`config.mk`:
```
export PLATFORM = sky130hd
export DESIGN_NAME = chip8_draw_engine
export DESIGN_NICKNAME = d
export VERILOG_FILES = /design/src/rtl/chip8_pkg.sv /design/src/rtl/chip8_sprite_mask.sv /design/src/rtl/chip8_draw_engine.sv
export SDC_FILE = /design/constraint.sdc
export NUM_CORES = 1
export LEC_CHECK = 0
export CAP_MARGIN = 20
export CELL_PAD_IN_SITES_DETAIL_PLACEMENT = 0
export CELL_PAD_IN_SITES_GLOBAL_PLACEMENT = 2
export CORE_ASPECT_RATIO = 1.5
export CORE_MARGIN = 4
export CORE_UTILIZATION = 30
export CTS_CLUSTER_DIAMETER = 60
export DETAILED_ROUTE_END_ITERATION = 6
export PLACE_DENSITY = 0.85
export REMOVE_ABC_BUFFERS = 1
export SYNTH_ARGS = -nofsm -noshare
export SYNTH_HDL_FRONTEND = slang
export SYNTH_HIERARCHICAL = 1
export SYNTH_SLANG_ARGS = --single-unit
export TNS_END_PERCENT = 100
```
`constraint.sdc`:
```
create_clock -name clk -period 9.6 [get_ports clk]
set_clock_uncertainty 0.2 [all_clocks]
set_input_delay 2.88 -clock clk [delete_from_list [all_inputs] [get_ports clk]]
set_output_delay 2.88 -clock clk [all_outputs]
set_load 0.01 [all_outputs]
```
`src/rtl/chip8_pkg.sv`:
```
// chip8_pkg
// Shared constants and FSM encoding for the Chip-8 display datapath.
//   SCREEN_W / SCREEN_H : video memory geometry (64 columns x 32 rows)
//   SPRITE_W            : pixels per sprite byte
//   draw_state_e        : draw engine FSM states
package chip8_pkg;

    localparam int SCREEN_W = 64;
    localparam int SCREEN_H = 32;
    localparam int SPRITE_W = 8;

    typedef enum logic [2:0] {
        IDLE  = 3'd0,
        CLEAR = 3'd1,
        FETCH = 3'd2,
        WAIT  = 3'd3,
        RMW   = 3'd4,
        DONE  = 3'd5
    } draw_state_e;

endpackage

```
`src/rtl/chip8_sprite_mask.sv`:
```
// chip8_sprite_mask
// Combinational expansion of one sprite byte into a 64-pixel row mask.
// Sprite bit 7 lands on column x_i, bit 0 on column x_i+7. With WRAP_X set
// the columns wrap mod 64; otherwise columns past 63 are dropped.
// Ports:
//   sprite_i [7:0]  sprite byte
//   x_i      [5:0]  start column
//   mask_o   [0:63] row mask, bit c = column c
module chip8_sprite_mask
    import chip8_pkg::*;
#(
    parameter int WRAP_X = 1
) (
    input  logic [7:0]          sprite_i,
    input  logic [5:0]          x_i,
    output logic [0:SCREEN_W-1] mask_o
);

    // Each column asks: how far am I to the right of x (mod 64)? If that
    // distance is within the sprite width, it takes the matching sprite bit.
    // A column to the left of x only qualifies through wrap-around.
    genvar gi;
    generate
        for (gi = 0; gi < SCREEN_W; gi++) begin : g_col
            logic [5:0] off;
            logic       in_span;
            logic       no_wrap_ok;
            assign off        = 6'(gi) - x_i;
            assign in_span    = (off < 6'(SPRITE_W));
            assign no_wrap_ok = (WRAP_X != 0) || (6'(gi) >= x_i);
            assign mask_o[gi] = in_span && no_wrap_ok && sprite_i[3'd7 - off[2:0]];
        end
    endgenerate

endmodule

```
`src/rtl/chip8_draw_engine.sv`:
```
// chip8_draw_engine
// Sequences 00E0 (clear screen) and DXYN (draw sprite) against a 64x32 video
// memory that is read combinationally and written one 64-pixel row at a time.
// Ports:
//   clk, rst                   clock, synchronous active-high reset
//   start_draw, start_clear    one-cycle operation requests (ignored while busy)
//   x, y, n, i_addr            draw operands, latched on acceptance
//   mem_addr, mem_rd, mem_data sprite byte fetch; data arrives MEM_LATENCY later
//   vid_addr, vid_rdata        row index and current row contents
//   vid_we, vid_wdata          row write strobe and new row contents
//   busy, done, collision      status; collision is VF, valid from done
module chip8_draw_engine
    import chip8_pkg::*;
#(
    parameter int MEM_LATENCY = 1,
    parameter int WRAP_X      = 1,
    parameter int WRAP_Y      = 0
) (
    input  logic                clk,
    input  logic                rst,
    input  logic                start_draw,
    input  logic                start_clear,
    input  logic [5:0]          x,
    input  logic [4:0]          y,
    input  logic [3:0]          n,
    input  logic [11:0]         i_addr,
    output logic [11:0]         mem_addr,
    output logic                mem_rd,
    input  logic [7:0]          mem_data,
    output logic [4:0]          vid_addr,
    input  logic [0:SCREEN_W-1] vid_rdata,
    output logic                vid_we,
    output logic [0:SCREEN_W-1] vid_wdata,
    output logic                busy,
    output logic                done,
    output logic                collision
);

    localparam logic [1:0] WAIT_LAST = 2'(MEM_LATENCY - 1);

    draw_state_e state_q, state_d;
    logic [5:0]  x_q, x_d;
    logic [4:0]  y_q, y_d;
    logic [3:0]  n_q, n_d;
    logic [11:0] i_q, i_d;
    logic [4:0]  row_q, row_d;
    logic [1:0]  wait_q, wait_d;
    logic [7:0]  sprite_q, sprite_d;
    logic        coll_q, coll_d;

    logic [0:SCREEN_W-1] mask;
    logic [4:0]          row_inc;
    logic [5:0]          y_sum;

    chip8_sprite_mask #(
        .WRAP_X (WRAP_X)
    ) u_mask (
        .sprite_i (sprite_q),
        .x_i      (x_q),
        .mask_o   (mask)
    );

    assign row_inc = row_q + 5'd1;
    // Six bits so that running off the bottom of the screen is visible.
    assign y_sum   = {1'b0, y_q} + {1'b0, row_inc};

    always_comb begin
        state_d   = state_q;
        x_d       = x_q;
        y_d       = y_q;
        n_d       = n_q;
        i_d       = i_q;
        row_d     = row_q;
        wait_d    = wait_q;
        sprite_d  = sprite_q;
        coll_d    = coll_q;
        mem_rd    = 1'b0;
        mem_addr  = '0;
        vid_we    = 1'b0;
        vid_addr  = '0;
        vid_wdata = '0;
        done      = 1'b0;

        case (state_q)
            IDLE: begin
                if (start_clear || start_draw) begin
                    x_d    = x;
                    y_d    = y;
                    n_d    = n;
                    i_d    = i_addr;
                    row_d  = '0;
                    coll_d = 1'b0;
                end
                // Clear has priority; a simultaneous draw is simply dropped.
                if (start_clear) begin
                    state_d = CLEAR;
                end else if (start_draw) begin
                    state_d = (n == 4'd0) ? DONE : FETCH;
                end
            end

            CLEAR: begin
                vid_we   = 1'b1;
                vid_addr = row_q;
                row_d    = row_inc;
                if (row_q == 5'(SCREEN_H - 1)) begin
                    state_d = DONE;
                end
            end

            FETCH: begin
                mem_rd   = 1'b1;
                mem_addr = i_q + 12'(row_q);
                wait_d   = '0;
                state_d  = WAIT;
            end

            WAIT: begin
                if (wait_q == WAIT_LAST) begin
                    sprite_d = mem_data;
                    state_d  = RMW;
                end else begin
                    wait_d = wait_q + 2'd1;
                end
            end

            RMW: begin
                vid_we    = 1'b1;
                vid_addr  = y_q + row_q;
                vid_wdata = vid_rdata ^ mask;
                coll_d    = coll_q | (|(vid_rdata & mask));
                row_d     = row_inc;
                // Without vertical wrap, the draw stops at the bottom edge
                // rather than fetching bytes for rows that would be clipped.
                if ((row_inc == {1'b0, n_q}) ||
                    ((WRAP_Y == 0) && (y_sum > 6'(SCREEN_H - 1)))) begin
                    state_d = DONE;
                end else begin
                    state_d = FETCH;
                end
            end

            DONE: begin
                done    = 1'b1;
                state_d = IDLE;
            end

            default: begin
                state_d = IDLE;
            end
        endcase
    end

    always_ff @(posedge clk) begin
        if (rst) begin
            state_q  <= IDLE;
            x_q      <= '0;
            y_q      <= '0;
            n_q      <= '0;
            i_q      <= '0;
            row_q    <= '0;
            wait_q   <= '0;
            sprite_q <= '0;
            coll_q   <= 1'b0;
        end else begin
            state_q  <= state_d;
            x_q      <= x_d;
            y_q      <= y_d;
            n_q      <= n_d;
            i_q      <= i_d;
            row_q    <= row_d;
            wait_q   <= wait_d;
            sprite_q <= sprite_d;
            coll_q   <= coll_d;
        end
    end

    assign busy      = (state_q != IDLE);
    assign collision = coll_q;

endmodule
```
# Word-level counts from Yosys, hierarchy flattened
# Index checks and enable logic that the tools add are counted.
[word_totals]
n_memories = 0
rom_bits = 0
out_inout_bits = 86
in_bits = 103
mem_bits_rw = 0
regBits = 46
latchBits = 0
elab_cells = 514
[classes]
reduce_logical = 81
n_addsub = 133
bitwise = 3
muxes = 147
shifts = 0
div = 0
eq_ne = 12
mul = 0
magnitude_cmp = 129
[ops]
columns = ["cell", "count"]
rows = [
  ["$lt A6 B4 Y1 const B", 64],
  ["$lt A3 B4 Y1 const B", 64],
  ["$bmux W1 S3", 64],
  ["$sub A3 B3 Y3 const A", 64],
  ["$sub A6 B6 Y6 const A", 32],
  ["$sub A5 B6 Y6 const A", 16],
  ["$mux W1", 68],
  ["$and A64 B64 Y64", 1],
  ["$logic_and A1 B1 Y1", 64],
  ["$mux W64", 1],
  ["$reduce_or A64 Y1", 1],
  ["$xor A64 B64 Y64", 1],
  ["$sub A4 B6 Y6 const A", 8],
  ["$sub A3 B6 Y6 const A", 4],
  ["$pmux W5 S2", 2],
  ["$mux W3", 6],
  ["$pmux W3 S5", 1],
  ["$add A12 B5 Y12", 1],
  ["$mux W12", 1],
  ["$sub A1 B6 Y6 const A", 2],
  ["$sub A2 B6 Y6 const A", 2],
  ["$reduce_and A2 Y1", 5],
  ["$ne A2 B2 Y1 const B", 4],
  ["$add A5 B5 Y6", 1],
  ["other kinds (23)", 28],
]

# Depth between registers and ports, before layout
[depth]
ltp_word = 9
mapped_depth = 15
ltp_nobuf = 11

# Cells and area by module
# Netlist, hierarchy kept.
[by_module_without_submodules]
columns = ["module", "instances", "cells_per_inst", "area_each_um2", "seq_area_each_um2"]
rows = [
  ["chip8_draw_engine", 1, 487, 4068.9, 920.9],
  ["chip8_sprite_mask", 1, 276, 2147.1, 0.0],
]

# Least setup slack after synthesis
# OpenSTA, ideal clock, no wires.
[synth_timing]
kind = "input to output"
start = "in vid_rdata[23] (netlist bit)"
end = "out vid_wdata[23] (netlist bit)"
n_path_buf = 0
t_arrival_ns = 3.298
t_required_ns = 6.520
path_slack_ns = 3.222
path_stages = 2
path_cell_list = "ha_1 -> and2_1"
[synth_between]
elab_chain_cells = 2
[synth_rtl]
columns = ["element", "line", "text"]
rows = [
  ["from (decl)", "chip8_draw_engine.sv:31", "input logic [0:SCREEN_W-1] vid_rdata,"],
  ["$xor A64 B64 Y64", "chip8_draw_engine.sv:130", "vid_wdata = vid_rdata ^ mask;"],
  ["$mux W64", "chip8_draw_engine.sv:84", "case (state_q)"],
  ["to (decl)", "chip8_draw_engine.sv:33", "output logic [0:SCREEN_W-1] vid_wdata,"],
]
# No other way between the ends.

# Worst setup path after layout
[layout_timing]
start = "in vid_rdata[17] (netlist bit)"
end = "out vid_wdata[17] (netlist bit)"
# The elaborated chain is that of the path after synthesis.

==> summary.txt <==
Logic synthesis
  • Largest cells by area after synthesis: ha_1 (21%), dfxtp_1 (15%), and2_1 (6.8%), xnor2_1 (6.8%), nand2_1 (5.5%)
  • Flops & latches, synth: 46
  • Syn Area/Cell: 8.15 µm²
  • Most common flop cell mapped by yosys: dfxtp_1
  • Mapped Area: 6220 µm²
  • Cell taking the most area after synthesis: ha_1
  • YS warnings: 6
  • Post-synth top area share: 20.5%
  • Asr flop ratio synth: 0%
  • Post-synth EDFFs: 0
  • Gate Count Post-Synth: 763
  • Seq/Total Area, Yosys: 14.8%
  • Synth cell types: 72

Final layout
  • Area Growth Syn to Fin: 35.1%
  • # fillers: 2137
  • Final #Nets: 1128
  • Most frequent cells in the layout: clkdlybuf4s50_1 (187), ha_1 (102), nand2_1 (91)
  • Commonest non-fill, non-tap cell in the layout: clkdlybuf4s50_1
  • ANT cells: 0
  • Share of cells above drive strength 1: 5.21%

Routing
  • DRC errors left: 0
  • Via density: 5.04
  • Wirelength per Cell: 18.2 µm
  • Drt pass-1 iters: 4
  • Routed vias: 5982
  • Initial drt markers: 185
  • Final wirelength: 21600 µm
  • Antenna viol nets, final: 0

Clocking
  • Sink Count: 46
  • Longest Clk Path Bufs: 2
  • CTS tree: yes
  • CTS H-tree lvls: 2
  • # hold bufs at CTS: 0
  • Setup Buffers After CTS: 0
  • Skew-Pair Late Insertion Delay: 0.29 ns
  • CTS buffer count: 5
  • Clk slew on worst S/H paths: 0.07 ns
  • Post-CTS Resized: 0
  • CTS root buffer: clkbuf_16

STA
  • Final Setup Violations: 0
  • Slew HR: 34.5%
  • Setup TNS: 0 ns
  • Worst-margin pin slew: 0.983 ns
  • RSZ-0062 raised after global routing: no
  • Highest clock rate: 135 MHz
  • Fin crit share: 77.1%
  • Final period demand of the worst path: 7.40 ns
  • WHS: 0.262 ns
  • Fin. Hold Viols: 0
  • Slew Limit Fails: 0

Pwr
  • P_int: 538 µW
  • Power per cell area: 109 nW/µm²
  • Sw Pwr: 376 µW
  • Comb pwr share: 51.9%
  • Reg power frac: 28.3%
  • Switch share: 41.1%
  • Leak: 0.00338 µW
  • Clock power frac: 19.7%
  • VDD IR max: 90.1 µV

Global route
  • Number of global-route vias before repair: 6180
  • GRT met1 Usage: 19.5%
  • GR Util met3: 3.86%
  • Global-route wire length before repair: 33700 µm
  • GRT Residual Overflow: 0
  • Top Usage Layer GRT: met2
  • Initial antenna violation count: 0
  • Grt met2 use: 35.1%
  • GRT Util Overall: 18.3%
  • Largest net degree at the start of global routing: 68

Worst setup path
  • CP Class: primary input to output port
  • Worst endpoint data arrival time: 4.32 ns
  • CP Capture Type: output port
  • Critical path launch point: vid_rdata[17]
  • Startpoint Class: primary input
  • CP delay by family, top: buffers and inverters
  • CP bufs+invs: 2
  • Critical path fanouts, max: 1
  • Cell chain of the critical path: clkdlybuf4s50_1 -> ha_1 -> and2_1 -> clkdlybuf4s50_1
  • Required time worst endpoint: 6.52 ns
  • FF-to-FF Start: x_q[0]$_SDFFE_PP0P_
  • Slowest stage delay, CP: 0.57 ns
  • Crit-path slowest cell: clkdlybuf4s50_1
  • Most frequent CP cell: clkdlybuf4s50_1

Placement
  • PortBufs: 188
  • RePlAce Congestion: 0.851
  • Detailed Place HPWL: 17400 µm

Floorplanning
  • Initial core utilization: 30.4%
  • Die footprint: 23100 µm²
  • Die W: 126 µm
  • Boundary pin count: 189
  • # rows: 64
  • Core Footprint: 20400 µm²
  • Die Y: 184 µm

Run
  • Max-cap check violation count: 0

Run status
  • Status: finished clean

Worst hold path
  • HP Start: i_q[0]$_SDFFE_PP0P_
  • Hold crit path type: register to register
==> worst paths after layout <==
kind,endpoint,slack [ns],cells past startpoint
setup / recovery,vid_wdata[17],2.20,4
hold / removal,i_q[0]$_SDFFE_PP0P_,0.26,2
setup reg to reg,collision$_SDFFE_PP0P_,4.86,11
hold reg to reg,i_q[0]$_SDFFE_PP0P_,0.26,2
==> sequential cells by signal, indices dropped and copies added (netlist names) <==
register,flops
i_q,12
x_q,6
n_q,4
collision,1
y_q,5
wait_q,2
state_q,3
sprite_q,8
row_q,5
==> power groups by stage <==
stage / clock network, µW / registers, µW / logic [µW]
floorplan: 0 / 258 / 294
global placement: 0 / 264 / 474
detailed placement: 0 / 264 / 478
CTS: 188 / 260 / 480
global route: 196 / 266 / 526
finish: 180 / 259 / 474
==> Yosys cell counts, drive strengths merged, types with 2 or more instances <==
cell type,instances
a211oi,9
a21boi,6
a21o,4
a21oi,64
a22oi,6
a31oi,4
a32o,4
and2,68
and3,5
and3b,4
and4,9
and4b,4
buf,19
clkbuf,23
dfxtp,46
fa,2
ha,102
inv,15
mux2,6
mux2i,4
mux4,8
nand2,91
nand2b,12
nand3,9
nand3b,2
nand4,3
nor2,40
nor2b,6
nor3,19
nor3b,9
nor4,29
nor4b,7
o2111ai,3
o211ai,3
o21a,2
o21ai,20
or2,4
or3,6
xnor2,49
xor2,26
==> cell families (layout without fill, tap and decap cells) <==
kind of cell	after synthesis	after routing	synth area share (%)
AOI/OAI and AO/OA	132	132	13.5
xor gates and xnor gates	76	76	11.4
adders and majority gates	104	104	21.2
buffers and inverters	58	217	4.51
DFF	46	46	14.8
muxes	18	18	4.93
and+or+nand+nor	329	329	29.7
==> layer usage <==
| layer | up-vias | wire, µm |
|---|---|---|
| met5 | - | 0 |
| met4 | 0 | 710 |
| met3 | 27 | 1210 |
| met2 | 162 | 11400 |
| met1 | 2757 | 8210 |
| li1 | 3036 | - |
==> metrics by stage <==
step | cells | cell area (µm²) | util, % | power (µW) | setup WS [ns]
floorplan | 721 | 6000 | - | 552 | 3.22
global placement | 1178 | 8250 | 40.4 | 738 | 2.22
detailed placement | 1178 | 8250 | 40.4 | 742 | 2.23
CTS | 1186 | 8400 | 41.1 | 928 | 2.21
global route | 1186 | 8400 | 41.1 | 988 | 2.16
finish | 1186 | 8400 | 41.1 | 914 | 2.20
==> layout make-up <==
class	instances	area, µm²	share of cell area (%)
Tap cell	264	330	3.93
Inverter	16	60.1	0.715
Clock buffer	6	139	1.65
Sequential cell	46	922	11.0
Clock inverter	2	12.5	0.149
Timing Repair Buffer	193	1910	22.8
Multi-Input combinational cell	659	5020	59.8
==> worst min-delay path: stages (launching register included) <==
cell	delay (ns)
dfxtp_1	0.31
nand2_1	0.05
a21oi_1	0.05
(Power assumes the default switching activity.)
==> patch: new RTL, config.mk and constraints unchanged <==
The 6 states of `draw_state_e` get a one-hot encoding in 6 bits.
--- a/src/rtl/chip8_pkg.sv
+++ b/src/rtl/chip8_pkg.sv
@@ -9,13 +9,13 @@
     localparam int SCREEN_H = 32;
     localparam int SPRITE_W = 8;
 
-    typedef enum logic [2:0] {
-        IDLE  = 3'd0,
-        CLEAR = 3'd1,
-        FETCH = 3'd2,
-        WAIT  = 3'd3,
-        RMW   = 3'd4,
-        DONE  = 3'd5
+    typedef enum logic [5:0] {
+        IDLE  = 6'b000001,
+        CLEAR = 6'b000010,
+        FETCH = 6'b000100,
+        WAIT  = 6'b001000,
+        RMW   = 6'b010000,
+        DONE  = 6'b100000
     } draw_state_e;
 
 endpackage
Function: same outputs for any inputs over 4 cycles, from zero or initial values and one cycle with rst high; so few cycles prove little.
==> patch against the original RTL <==
- wire length shrank 1.2%
- area after synthesis grew 1.4%
- combinational power shrank 1%
- non-clock buffer count is the same
- sequential power grew 4%
- cell area grew 1.1%
- register-to-register slack lost 0.19 ns
- fmax grew 0.79%
- worst setup slack gained 0.058 ns
- sequential cell count grew 3
- die area grew 1.3%
- total power grew 0.94%
- critical endpoint is now vid_wdata[34]
==> patch: results (changes against the original RTL) <==
status=finished clean; Post-Synth XOR/XNOR Area=10.6% (-0.77 points); placed inst area=8340 sq um (+1.1%); fraction of layout cells with a size suffix above 1=5.07% (-0.14 points); pin count of the biggest net entering global routing=70 (+2.9%); crit path from=vid_rdata[34]; DP Worst Slack=2.25 ns (+0.0196 ns); hold endpoint=i_q[2]; sequential fraction of the synthesis area=15.6% (+0.75 points); leakage=3.43 nW (+1.2%); Nets=1132 (+0.35%); Cell Count Post-Placement=1183 (+0.42%); Adder-Cell Fraction of Synth Area=20.7% (-0.49 points); Unique masters post-synth=74 (+2.8%); drt initial violations=179 (-3.2%); Slew HR=32.0% (-2.5 points); mux contribution to synthesized area=5.98% (+1.0 points); fillcell total=2169 (+1.5%); Tot GR Track Use=17.7% (-0.53 points); GR Util met3=2.73% (-1.1 points); vias per cell=5.00 (-0.90%); worst min path class=flip-flop to flip-flop; HP Start=i_q[2]; Post-Synthesis Cells=766 (+0.39%); Worst VDD drop=0.000140 V (+56%); CP peak stage delay=0.53 ns (-0.04 ns); WL met3=985 microns (-18%); met2 wire length=11700 microns (+1.8%); number of global-route vias before repair=6132 (-0.78%); met2 Use GR=35.6% (+0.54 points); GRT met1 Usage=18.1% (-1.4 points); Placer Congestion=0.846 (-0.55%); Reg2Reg Setup Slack=4.67 ns (-0.19 ns); Critical Path AT=4.26 ns (-0.06 ns); Clk. pwr=0.000185 W (+3%); drt total wl=21300 microns (-1.2%); combinational fraction of design power=50.7% (-1.2 points)
==> patch: changes by cell type in the layout (fill, tap and decap cells not counted), moves of 4 or more <==
| cell | delta |
|---|---|
| a21oi_1 | -14 |
| mux2i_1 | +7 |
| nand2_1 | -7 |
| o21ai_0 | +7 |
| inv_1 | +5 |
| nor2_1 | +5 |
| a21oi_2 | +4 |
| a22oi_1 | -4 |
==> patch: worst max path at each step <==
stage               slack, ns  cells after the start             to
floorplan                3.22                      2  vid_wdata[23]
global placement         2.22                      4  vid_wdata[34]
detailed placement       2.25                      4  vid_wdata[34]
CTS                      2.24                      4  vid_wdata[43]
global route             2.21                      4  vid_wdata[43]
finish                   2.26                      4  vid_wdata[34]
==> patch: area by class of cell <==
type                    instances  area [sq um]  share of cell area, %
well taps                     264           330                   3.89
clock inverters                 1          5.00                 0.0589
flip-flops and latches         49           982                   11.6
repair buffers                193          1910                   22.5
inverters                      21          81.3                  0.957
clock buffers                   7           153                   1.80
multi-input cells             656          5030                   59.2
